File: src/rtl/rc_pulse_gen_if.sv
// Command write channel and report read channel of rc_pulse_gen.
// The slave modport is the generator; the master modport is the host side.
interface rc_pulse_gen_if;
  logic [23:0] in_data;
  logic        in_wr;
  logic [3:0]  out_ctrl;
  logic [23:0] out_data;
  logic        out_wr;
  logic        out_wr_rdy;

  modport master (
    output in_data, in_wr, out_wr_rdy,
    input  out_ctrl, out_data, out_wr
  );

  modport slave (
    input  in_data, in_wr, out_wr_rdy,
    output out_ctrl, out_data, out_wr
  );
endinterface

File: src/rtl/rc_pulse_gen.sv
// Six-channel servo PWM generator with double-buffered microsecond widths
// and an optional per-frame status report.
module rc_pulse_gen #(
  parameter int unsigned CLK_MHZ    = 50,
  parameter int unsigned FRAME_US   = 20000,
  parameter int unsigned LEN        = 17,
  parameter int unsigned DEFAULT_US = 1500
) (
  input  logic          clk,
  input  logic          reset,
  rc_pulse_gen_if.slave bus_io,
  output logic [5:0]    rc_out
);

  localparam int unsigned NumCh = 6;
  localparam int unsigned PW    = (CLK_MHZ > 1) ? $clog2(CLK_MHZ) : 1;
  // Wide enough to hold FRAME_US itself, so fcnt+1 never overflows.
  localparam int unsigned FW    = $clog2(FRAME_US + 1);

  localparam logic [PW-1:0] PrescMax = PW'(CLK_MHZ - 1);
  localparam logic [FW-1:0] FrameMax = FW'(FRAME_US - 1);

  logic [PW-1:0]  presc_q, presc_d;
  logic [FW-1:0]  fcnt_q, fcnt_d;
  logic [LEN-1:0] shadow_q [NumCh];
  logic [LEN-1:0] shadow_d [NumCh];
  logic [FW-1:0]  active_q [NumCh];
  logic [FW-1:0]  active_d [NumCh];
  logic [FW-1:0]  clamped  [NumCh];
  logic [5:0]     enable_q, enable_d;
  logic           notify_q, notify_d;
  logic [5:0]     rc_q, rc_d;
  logic           out_wr_q, out_wr_d;
  logic [23:0]    out_data_q, out_data_d;
  logic [15:0]    seq_q, seq_d;
  logic           ovr_q, ovr_d;

  logic       tick;
  logic       frame_start;
  logic [3:0] cmd_code;
  logic       unused_in_data;

  assign cmd_code       = bus_io.in_data[23:20];
  assign unused_in_data = ^bus_io.in_data[19:LEN];

  assign tick        = (presc_q == PrescMax);
  assign frame_start = tick && (fcnt_q == FrameMax);

  always_comb begin
    presc_d = tick ? '0 : presc_q + PW'(1);
    fcnt_d  = fcnt_q;
    if (frame_start) begin
      fcnt_d = '0;
    end else if (tick) begin
      fcnt_d = fcnt_q + FW'(1);
    end
  end

  always_comb begin
    shadow_d = shadow_q;
    enable_d = enable_q;
    notify_d = notify_q;
    if (bus_io.in_wr) begin
      if (cmd_code == 4'hF) begin
        enable_d = bus_io.in_data[5:0];
        notify_d = bus_io.in_data[6];
      end else if (cmd_code < 4'(NumCh)) begin
        shadow_d[cmd_code[2:0]] = bus_io.in_data[LEN-1:0];
      end
    end
  end

  // Frames latch the registered shadow, so a write coincident with frame_start waits a frame.
  always_comb begin
    active_d = active_q;
    rc_d     = rc_q;
    for (int i = 0; i < NumCh; i++) begin
      clamped[i] = (32'(shadow_q[i]) >= FRAME_US) ? FrameMax : FW'(shadow_q[i]);
      if (frame_start) begin
        active_d[i] = clamped[i];
        rc_d[i]     = enable_q[i] && (clamped[i] != '0);
      end else if (tick && ((fcnt_q + FW'(1)) == active_q[i])) begin
        rc_d[i] = 1'b0;
      end
    end
    rc_d = rc_d & enable_d;
  end

  // The overrun flag moves into the payload when a report is issued, so an overrun
  // occurring while that report waits is kept for the following one.
  always_comb begin
    out_wr_d   = out_wr_q & ~bus_io.out_wr_rdy;
    out_data_d = out_data_q;
    seq_d      = seq_q;
    ovr_d      = ovr_q;
    if (frame_start) begin
      seq_d = seq_q + 16'd1;
      if (out_wr_q) begin
        ovr_d = 1'b1;
      end else if (notify_q) begin
        out_wr_d   = 1'b1;
        out_data_d = {ovr_q, 7'b0, seq_q};
        ovr_d      = 1'b0;
      end
    end
  end

  always_ff @(posedge clk) begin
    if (reset) begin
      presc_q    <= '0;
      fcnt_q     <= '0;
      enable_q   <= '0;
      notify_q   <= 1'b0;
      rc_q       <= '0;
      out_wr_q   <= 1'b0;
      out_data_q <= '0;
      seq_q      <= '0;
      ovr_q      <= 1'b0;
      for (int i = 0; i < NumCh; i++) begin
        shadow_q[i] <= LEN'(DEFAULT_US);
        active_q[i] <= '0;
      end
    end else begin
      presc_q    <= presc_d;
      fcnt_q     <= fcnt_d;
      enable_q   <= enable_d;
      notify_q   <= notify_d;
      rc_q       <= rc_d;
      out_wr_q   <= out_wr_d;
      out_data_q <= out_data_d;
      seq_q      <= seq_d;
      ovr_q      <= ovr_d;
      shadow_q   <= shadow_d;
      active_q   <= active_d;
    end
  end

  assign rc_out          = rc_q;
  assign bus_io.out_wr   = out_wr_q;
  assign bus_io.out_data = out_data_q;
  assign bus_io.out_ctrl = out_wr_q ? 4'h8 : 4'h0;

endmodule

File: src/flat_wrapper.sv
// flat-port wrapper written by rule: the top's interface ports become plain ports
module rc_pulse_gen_flat 
#(
  parameter int unsigned CLK_MHZ    = 50,
  parameter int unsigned FRAME_US   = 20000,
  parameter int unsigned LEN        = 17,
  parameter int unsigned DEFAULT_US = 1500
)
  (clk, reset, rc_out, bus_io_in_data, bus_io_in_wr, bus_io_out_wr_rdy, bus_io_out_ctrl, bus_io_out_data, bus_io_out_wr);
  rc_pulse_gen_if bus_io_i ();
  input  logic clk;
  input  logic reset;
  output logic [5:0] rc_out;
  input wire logic [$bits(bus_io_i.in_data)-1:0] bus_io_in_data;
  input wire logic [$bits(bus_io_i.in_wr)-1:0] bus_io_in_wr;
  input wire logic [$bits(bus_io_i.out_wr_rdy)-1:0] bus_io_out_wr_rdy;
  output wire logic [$bits(bus_io_i.out_ctrl)-1:0] bus_io_out_ctrl;
  output wire logic [$bits(bus_io_i.out_data)-1:0] bus_io_out_data;
  output wire logic [$bits(bus_io_i.out_wr)-1:0] bus_io_out_wr;
  assign bus_io_i.in_data = bus_io_in_data;
  assign bus_io_i.in_wr = bus_io_in_wr;
  assign bus_io_i.out_wr_rdy = bus_io_out_wr_rdy;
  assign bus_io_out_ctrl = bus_io_i.out_ctrl;
  assign bus_io_out_data = bus_io_i.out_data;
  assign bus_io_out_wr = bus_io_i.out_wr;
  rc_pulse_gen #(.CLK_MHZ(CLK_MHZ), .FRAME_US(FRAME_US), .LEN(LEN), .DEFAULT_US(DEFAULT_US)) u_core (.clk(clk), .reset(reset), .bus_io(bus_io_i), .rc_out(rc_out));
endmodule
File: config.mk
export PLATFORM = sky130hd
export DESIGN_NAME = rc_pulse_gen_flat
export DESIGN_NICKNAME = d
export VERILOG_FILES = /design/src/rtl/rc_pulse_gen_if.sv /design/src/rtl/rc_pulse_gen.sv /design/src/flat_wrapper.sv
export SDC_FILE = /design/constraint.sdc
export NUM_CORES = 1
export LEC_CHECK = 0
export ABC_AREA = 1
export CAP_MARGIN = 15
export CORE_MARGIN = 2
export CORE_UTILIZATION = 55
export CTS_BUF_LIST = sky130_fd_sc_hd__clkbuf_16
export CTS_CLUSTER_DIAMETER = 100
export DETAILED_ROUTE_END_ITERATION = 12
export PLACE_DENSITY = 0.74
export SLEW_MARGIN = 20
export SYNTH_ARGS = -nofsm -noshare
export SYNTH_HDL_FRONTEND = slang
export SYNTH_SLANG_ARGS = --single-unit
File: constraint.sdc
create_clock -name clk -period 3.7 [get_ports clk]
set_input_delay 0.37 -clock clk [delete_from_list [all_inputs] [get_ports clk]]
set_output_delay 0.37 -clock clk [all_outputs]
set_load 0.02 [all_outputs]
==> impl_metrics.env, run 1 <==
export IMPL_status="finished, final reports clean"
export IMPL_grt_overflow_total=0
export IMPL_setup_tns_ps=0
export IMPL_final_cell_mix="362 x nand2_1, 261 x dfxtp_1, 201 x nor2_1"
export IMPL_drv_slew=0
export IMPL_post_cts_setup_buffers=0
export IMPL_tightest_slew_ps=722
export IMPL_routed_wl_mm=37.0
export IMPL_grt_pass1_wl_mm=58.5
export IMPL_slew_headroom_pct=51.4
export IMPL_die_w_um=152
export IMPL_final_cells=2051
export IMPL_htree_levels=1
export IMPL_rsz0062_at_grt="false"
export IMPL_fin_area_mm2=0.0137
export IMPL_hold_violations=0
export IMPL_cts_sinks=261
export IMPL_synth_top_area_share_pct=43.2
export IMPL_drive_gt1_share_pct=6.66
export IMPL_cts_buffer_depth=3
export IMPL_synth_largest_area_cell="dfxtp_1"
export IMPL_drcViolationCount=0
export IMPL_dpl_hpwl_mm=26.5
export IMPL_cts_buffers=29
export IMPL_holdWs_ps=451
export IMPL_mostFrequentLayoutCell="nand2_1"
export IMPL_drt_initial_drc_count=1191
export IMPL_multiInputGateArea_mm2=0.00577
export IMPL_worst_r2r_setup_slack_ps=520
export IMPL_core_area_mm2=0.0217
export IMPL_die_h_um=152
export IMPL_ioPinCount=63
export IMPL_ys_ff_latch=261
export IMPL_setup_violations=0
export IMPL_hold_buffers=0
export IMPL_synthCells=1705
export IMPL_p_total_mw=5.81
export IMPL_cp_max_fo=26
export IMPL_p_leak_nw=5.55
export IMPL_maxCapViolCount=0
export IMPL_start_util_pct=55.7
export IMPL_yosys_warnings=0
export IMPL_die_area_mm2=0.0232
export IMPL_post_dp_cell_area_mm2=0.0128
export IMPL_antenna_left=0
export IMPL_clk_pin_slew_worst_paths_ps=60
export IMPL_vdd_ir_drop_max_uv=418
export IMPL_synth_edf_count=0
export IMPL_grt_max_degree=72
export IMPL_critPathRequiredTime_ps=4120
export IMPL_period_share_pct=85.9
export IMPL_viasPerCell=5.66
export IMPL_io_buffer_count=49
export IMPL_fin_util_pct=63.0
export IMPL_clk_latency_ps=560
export IMPL_fmaxAchievable_mhz=315
export IMPL_cts_repair_resized=0
export IMPL_crit_arrival_ps=3600
export IMPL_drt_pre_antenna_iters=5
export IMPL_grt_antenna_before_repair=0
export IMPL_place_congestion=0.912
export IMPL_rows=54
export IMPL_place_ws_ps=662
export IMPL_setup_ws_ps=520
export IMPL_path_class="flop to flop"
export IMPL_hold_path_class="flop to flop"
export IMPL_dr_total_vias=11609
export IMPL_antenna_cells=0
export IMPL_end_kind="flop"
export IMPL_synth_area_mm2=0.0121
export IMPL_yosysUniqueCellTypes=49
export IMPL_area_delta_synth_final_pct=13.1
export IMPL_nFillCells=2019
export IMPL_power_density_mw_per_mm2=425
export IMPL_grt_pass1_vias=10762
export IMPL_avgSynthCellArea_um2=7.09
export IMPL_ff_latch_area_mm2=0.00523
export IMPL_nets=1780
export IMPL_place_inst=1997
export IMPL_ys_seq_area_share_pct=43.2
export IMPL_cts_tree="done"
export IMPL_period_needed_ps=3180
export IMPL_async_reset_ff_share_pct=0
export IMPL_synth_flop_cell="dfxtp_1"
export IMPL_wire_per_inst_um=18.0
export IMPL_root_buffer="clkbuf_16"
export IMPL_fin_skew_ps=19.6
export IMPL_track_usage_pct=31.4
export IMPL_start_kind="flop"
export IMPL_synth_area_top_cells="dfxtp_1 43%, nand2_1 11%, nor2_1 6.2%, o21ai_0 6.0%, nand3_1 5.9%"
[flip-flops by register name (all words and copies together), names as in the netlist, 6 cells and up]
| name | flops |
|---|---|
| u_core.bus_io.out_data | 17 |
| u_core.seq_q | 16 |
| u_core.fcnt_q | 15 |
| u_core.shadow_q | 102 |
| u_core.enable_q | 6 |
| u_core.active_q | 90 |
| u_core.presc_q | 6 |
| u_core.rc_out | 6 |
[Yosys cell counts (15+ instances only)]
cell and number:
nor4_1 16, nor3_1 28, nand2_1 362, nand4_1 18, nand3_1 143, inv_1 190
dfxtp_1 261, nor2_1 201, clkbuf_1 32, o22ai_1 21, a21oi_1 85, o21ai_0 146
a211oi_1 15, xor2_1 21, o211ai_1 17, o21ai_1 27
[area by class of cell]
type                            instances  share of cell area (%)
Clock buffer                           29                    5.31
Clock inverter                         25                    1.26
Multi-Input combinational cell       1185                    42.2
Tap cell                              280                    2.56
Timing Repair Buffer                   71                    4.89
Inverter                              200                    5.51
Sequential cell                       261                    38.2
[critical path, cell delays in order (launching register included)]
cell      delay [ps]
dfxtp_1          640
ha_1             300
nand2_2          150
clkinv_2         120
nand2_4           80
nor4_2           230
nand2_1          420
inv_2            560
nand3_1          240
nor3_1           230
nor3b_2           70
[power breakdown]
group | switching (mW) | total (mW) | internal [mW]
Combinational | 0.150 | 0.210 | 0.0599
Sequential | 0.0188 | 2.85 | 2.84
Clock | 1.18 | 2.74 | 1.56
[layer usage]
layer | GRT usage (%) | up-vias | wire length, um
met5 | 0 | - | 0
met1 | 44.1 | 5310 | 16000
li1 | - | 5660 | -
met3 | 7.39 | 90 | 4070
met4 | 12.6 | 0 | 1390
met2 | 46.6 | 549 | 15500
[path summary, 6_finish.rpt]
| path | depth (start not counted) | endpoint | start |
|---|---|---|---|
| worst min register to register | 2 | u_core.bus_io.out_data[23]$_SDFFE_PP0P_ | u_core.ovr_q$_SDFFE_PP0P_ |
| worst max register to register | 10 | u_core.seq_q[9]$_SDFFE_PP0P_ | u_core.fcnt_q[0]$_SDFFE_PP0P_ |
| worst min-delay path | 2 | u_core.bus_io.out_data[23]$_SDFFE_PP0P_ | u_core.ovr_q$_SDFFE_PP0P_ |
| worst max-delay path | 10 | u_core.seq_q[9]$_SDFFE_PP0P_ | u_core.fcnt_q[0]$_SDFFE_PP0P_ |
[cells by family after synthesis]
kind of cell	synth area share, %
simple gates	29.5
flops	43.2
buf+inv	9.28
xor+xnor	2.30
fa+ha+maj	0.414
compound gates	15.2
other cells	0.0310
(Power assumes the default switching activity.)
==> inputs of run 2 (changes only) <==
--- a/config.mk
+++ b/config.mk
@@ -6,7 +6,6 @@
 export NUM_CORES = 1
 export LEC_CHECK = 0
 export ABC_AREA = 1
-export CAP_MARGIN = 15
 export CORE_MARGIN = 2
 export CORE_UTILIZATION = 55
 export CTS_BUF_LIST = sky130_fd_sc_hd__clkbuf_16
==> results of run 2 <==
No change in the layout: final DEF, timing and power equal those of run 1.
==> patch 1 (settings of run 1) <==
`CLK_MHZ` is set to 50 in 2 places; all go to 100.
--- a/src/rtl/rc_pulse_gen.sv
+++ b/src/rtl/rc_pulse_gen.sv
@@ -1,7 +1,7 @@
 // Six-channel servo PWM generator with double-buffered microsecond widths
 // and an optional per-frame status report.
 module rc_pulse_gen #(
-  parameter int unsigned CLK_MHZ    = 50,
+  parameter int unsigned CLK_MHZ    = 100,
   parameter int unsigned FRAME_US   = 20000,
   parameter int unsigned LEN        = 17,
   parameter int unsigned DEFAULT_US = 1500
--- a/src/flat_wrapper.sv
+++ b/src/flat_wrapper.sv
@@ -1,7 +1,7 @@
 // flat-port wrapper written by rule: the top's interface ports become plain ports
 module rc_pulse_gen_flat 
 #(
-  parameter int unsigned CLK_MHZ    = 50,
+  parameter int unsigned CLK_MHZ    = 100,
   parameter int unsigned FRAME_US   = 20000,
   parameter int unsigned LEN        = 17,
   parameter int unsigned DEFAULT_US = 1500
Behaviour: no difference found for any inputs over 10 cycles, from zero or initial values and one cycle with reset high; that may be too few to reach the edited logic, so the function may still have changed.
==> patch 1 against run 1 <==
Area after synthesis fell by 1.0%. Critical endpoint is now u_core.active_q[28]. Total power rose by 1.8%. Final area shrank 0.85%. Sequential cell count up 1. Worst hold slack got worse by 0.0016 ns. Final cell count decreased by 0.78%. Die area decreased by 1.0%. Largest cell class unchanged. First-iteration DRC count is 0.84% higher. Worst setup slack better by 0.026 ns. Highest routed layer unchanged. Wire length shrank 3.4%.
==> patch 1: results <==
[status]
status = finished clean

[critical_path]
r2r_end = u_core.active_q[28]
critPathLaunchType = flop
critPathMaxFanout = 45
rrSetupSlack_ns = 0.55
cp_slowest_cell = clkinv_2
reg2reg_depth = 10
crit_arrival_ns = 3.59
cpPeakStageDelay_ns = 0.67
cp-end-kind = flop

[clock_network]
clk_pin_slew_worst_paths_ns = 0.06
postCtsSetupBuffers = 0
cts_resized = 0
insertion_delay_ns = 0.54
cts_buffers = 28
clock_path_buffers = 3
cts_root_buf = clkbuf_16

[synthesis]
yosysSeqAreaShare_pct = 43.8
muxShareOfSynthArea_pct = 0
synthTopCellsByCount = 372 x nand2_1, 262 x dfxtp_1, 213 x inv_1
synth_xor_area_share_pct = 1.61
yosysWarnings = 0
synth_area_leaders = dfxtp_1 44%, nand2_1 12%, o21ai_0 7.5%
synthFlopType = dfxtp_1
yosys.area_share.adder_pct = 0.314
synth_compound_area_share_pct = 17.6
async_reset_ff_share_pct = 0
synth_cell_types = 47

[place]
place_congestion = 0.925
io_buffers = 49
hpwl_mm = 26.4
dpl_cell_area_um2 = 12600

[finish]
fillCellCount = 1936
n_antenna_cell = 0
largest_register_ffs = 102
fin_nets = 1770
layout-drive-gt1-share_pct = 5.97

[detailed_routing]
drt-pass1-iter-count = 5
drt_wl_total_mm = 35.7
vias = 11500
first_iter_violations = 1201

[power]
p_leak_uw = 0.00553
power.share.clock_pct = 48.1
ir_drop_mv = 0.326
powerDensity_nw_per_um2 = 436
pg_seq_uw = 2860
p_sw_uw = 1310

[min_path]
hold_class = flop to flop

[grt]
grt_pass1_wl_mm = 55.5
grt_pass1_vias = 9982
antenna_found_initial = 0
grt_usage_pct = 31.4
grt_max_degree = 52
overflow = 0

[timing]
skew_ns = 0.0105
maxSlewHeadroom_pct = 37.9
==> patch 1: per-stage QoR <==
step | instances | worst slack, ns
after floorplan | 1708 | 1.89
after global placement | 1984 | 0.739
after detailed placement | 1984 | 0.614
after CTS | 2035 | 0.590
after global routing | 2035 | 0.364
final | 2035 | 0.546
==> patch 1: worst max-delay path, delay by kind of cell (launching register included) <==
kind | cells | cell delay [ns]
AND/OR/NAND/NOR | 5 | 1.00
buffers and inverters | 3 | 0.90
flip-flops | 1 | 0.43
AO/OA/AOI/OAI | 1 | 0.39
adder cells (fa/ha/maj) | 1 | 0.30
==> patch 1: metal layers <==
| metal | track usage, % | vias to the layer above | part of all wire (%) |
|---|---|---|---|
| li1 | - | 5632 | - |
| met1 | 46.9 | 5306 | 45 |
| met2 | 46.5 | 515 | 42 |
| met3 | 6.62 | 56 | 11 |
| met4 | 7.01 | 0 | 1.7 |
| met5 | 0 | - | 0 |
==> patch 1: how the worst min path moves through the flow <==
stage	start	depth (start not counted)	endpoint	slack (ns)
finish	u_core.presc_q[0]	1	u_core.presc_q[0]	0.45
global route	u_core.shadow_q[48]	2	u_core.shadow_q[48]	0.48
CTS	u_core.presc_q[0]	1	u_core.presc_q[0]	0.45
detailed placement	u_core.bus_io.out_data[15]	2	u_core.bus_io.out_data[15]	0.44
global placement	u_core.presc_q[0]	1	u_core.presc_q[0]	0.43
floorplan	u_core.presc_q[0]	1	u_core.presc_q[0]	0.42
==> patch 1: final cells by class <==
class	instances	area [um2]	share of cell area, %
clock inverters	22	206	1.52
flip-flops and latches	262	5250	38.7
multi-input cells	1156	5550	40.9
inverters	221	837	6.18
well taps	275	344	2.54
clock buffers	29	726	5.35
repair buffers	70	648	4.78
==> patch 2 (config.mk and constraints of run 1) <==
Without the edit above. `rc_q` and `out_data_q` no longer have a reset.
--- a/src/rtl/rc_pulse_gen.sv
+++ b/src/rtl/rc_pulse_gen.sv
@@ -111,9 +111,7 @@
       fcnt_q     <= '0;
       enable_q   <= '0;
       notify_q   <= 1'b0;
-      rc_q       <= '0;
       out_wr_q   <= 1'b0;
-      out_data_q <= '0;
       seq_q      <= '0;
       ovr_q      <= 1'b0;
       for (int i = 0; i < NumCh; i++) begin
@@ -125,14 +123,17 @@
       fcnt_q     <= fcnt_d;
       enable_q   <= enable_d;
       notify_q   <= notify_d;
-      rc_q       <= rc_d;
       out_wr_q   <= out_wr_d;
-      out_data_q <= out_data_d;
       seq_q      <= seq_d;
       ovr_q      <= ovr_d;
       shadow_q   <= shadow_d;
       active_q   <= active_d;
     end
+  end
+
+  always_ff @(posedge clk) begin
+    rc_q       <= rc_d;
+    out_data_q <= out_data_d;
   end
 
   assign rc_out          = rc_q;
Behaviour: same outputs for any inputs over 10 cycles, from zero or initial values and one cycle with reset high; that may be too few to reach the edited logic, so the function may still have changed.
==> patch 2 against run 1 <==
Area after synthesis grew 0.12%. Total power rose by 3.3%. Sequential share of layout area grew 1.2 points. Wire length decreased by 4.9%. Final area barely moved. Clock power rose by 6%. Worst setup slack better by 0.48 ns. Sequential cell count stayed put.
==> patch 2: results <==
[synthesis]
synthTopCellsByCount = 337 x nand2_1, 244 x dfxtp_1, 206 x nor2_1
synth_cell_types = 53
async_reset_ff_share_pct = 0
synth_area_leaders = dfxtp_1 40%, nand2_1 10%, nor2_1 6.4%
yosysSeqAreaShare_pct = 44.6
synth_edf_count = 17
syn_avg_cell_area_um2 = 7.38

[detailed_routing]
routed-wl-met3_mm = 2.84
first_iter_violations = 1116
post_drt_via_cell_ratio = 5.63
drt-met1-wl_mm = 14.6
post_drt_wl_per_cell_um = 17.8
wl_met2_mm = 16.3

[grt]
met1_usage_pct = 39.4
grt_usage_pct = 29.7
grt_max_degree = 71
grt_pass1_wl_mm = 55.3
grt_pass1_vias = 10100
use_met3_pct = 4.55
met2_usage_pct = 49.0

[finish]
fin_nets = 1702
layout-drive-gt1-share_pct = 7.68
fillCellCount = 1899

[power]
power_uw = 6000
p_leak_uw = 0.00580
ir_drop_mv = 0.422
switching_share_pct = 23.1
pg_clk_uw = 2910

[critical_path]
crit_arrival_ns = 3.14
crit_path_start = u_core.presc_q[0]
rrSetupSlack_ns = 1.00
cp_slowest_cell = nor2_2
reg2reg_depth = 8
r2r_end = u_core.active_q[75]
cpPeakStageDelay_ns = 0.48
crit_type = flop to flop

[clock_network]
clock_path_buffers = 3

[timing]
skew_ns = 0.0175
fin_crit_ns = 2.70
maxSlewHeadroom_pct = 46.5
hold_ws_ns = 0.425

[min_path]
hold_class = input port to flop
whs_path_depth = 3
min_from = reset
holdPathEnd = u_core.shadow_q[71]

[place]
dp_cells = 1919
hpwl_mm = 24.2
dpl_cell_area_um2 = 12700

[status]
status = finished clean
-- patch 2: cell types whose count changed after synthesis, moves of 14 or more --
cell,change
a31oi_1,+15
nand2_1,-25
o22ai_1,-20
o21ai_1,-24
nor4_1,-14
nand3_1,-53
edfxtp_1,+17
o32ai_1,+21
dfxtp_1,-17
-- patch 2: area by class of cell --
cell class / instances / area, um2 / area share [%]
clock buffers: 30 / 751 / 5.49
clock inverters: 24 / 211 / 1.55
inverters: 198 / 756 / 5.52
multi-input cells: 1117 / 5630 / 41.1
flip-flops and latches: 261 / 5400 / 39.4
well taps: 280 / 350 / 2.56
repair buffers: 63 / 591 / 4.32
-- patch 2: cell families after synthesis --
group,synth area share (%)
AND/OR/NAND/NOR,27.7
AO/OA/AOI/OAI,15.6
buffers and inverters,9.23
flip-flops,44.6
XOR/XNOR,2.45
adder cells (fa/ha/maj),0.414
other,0.0310
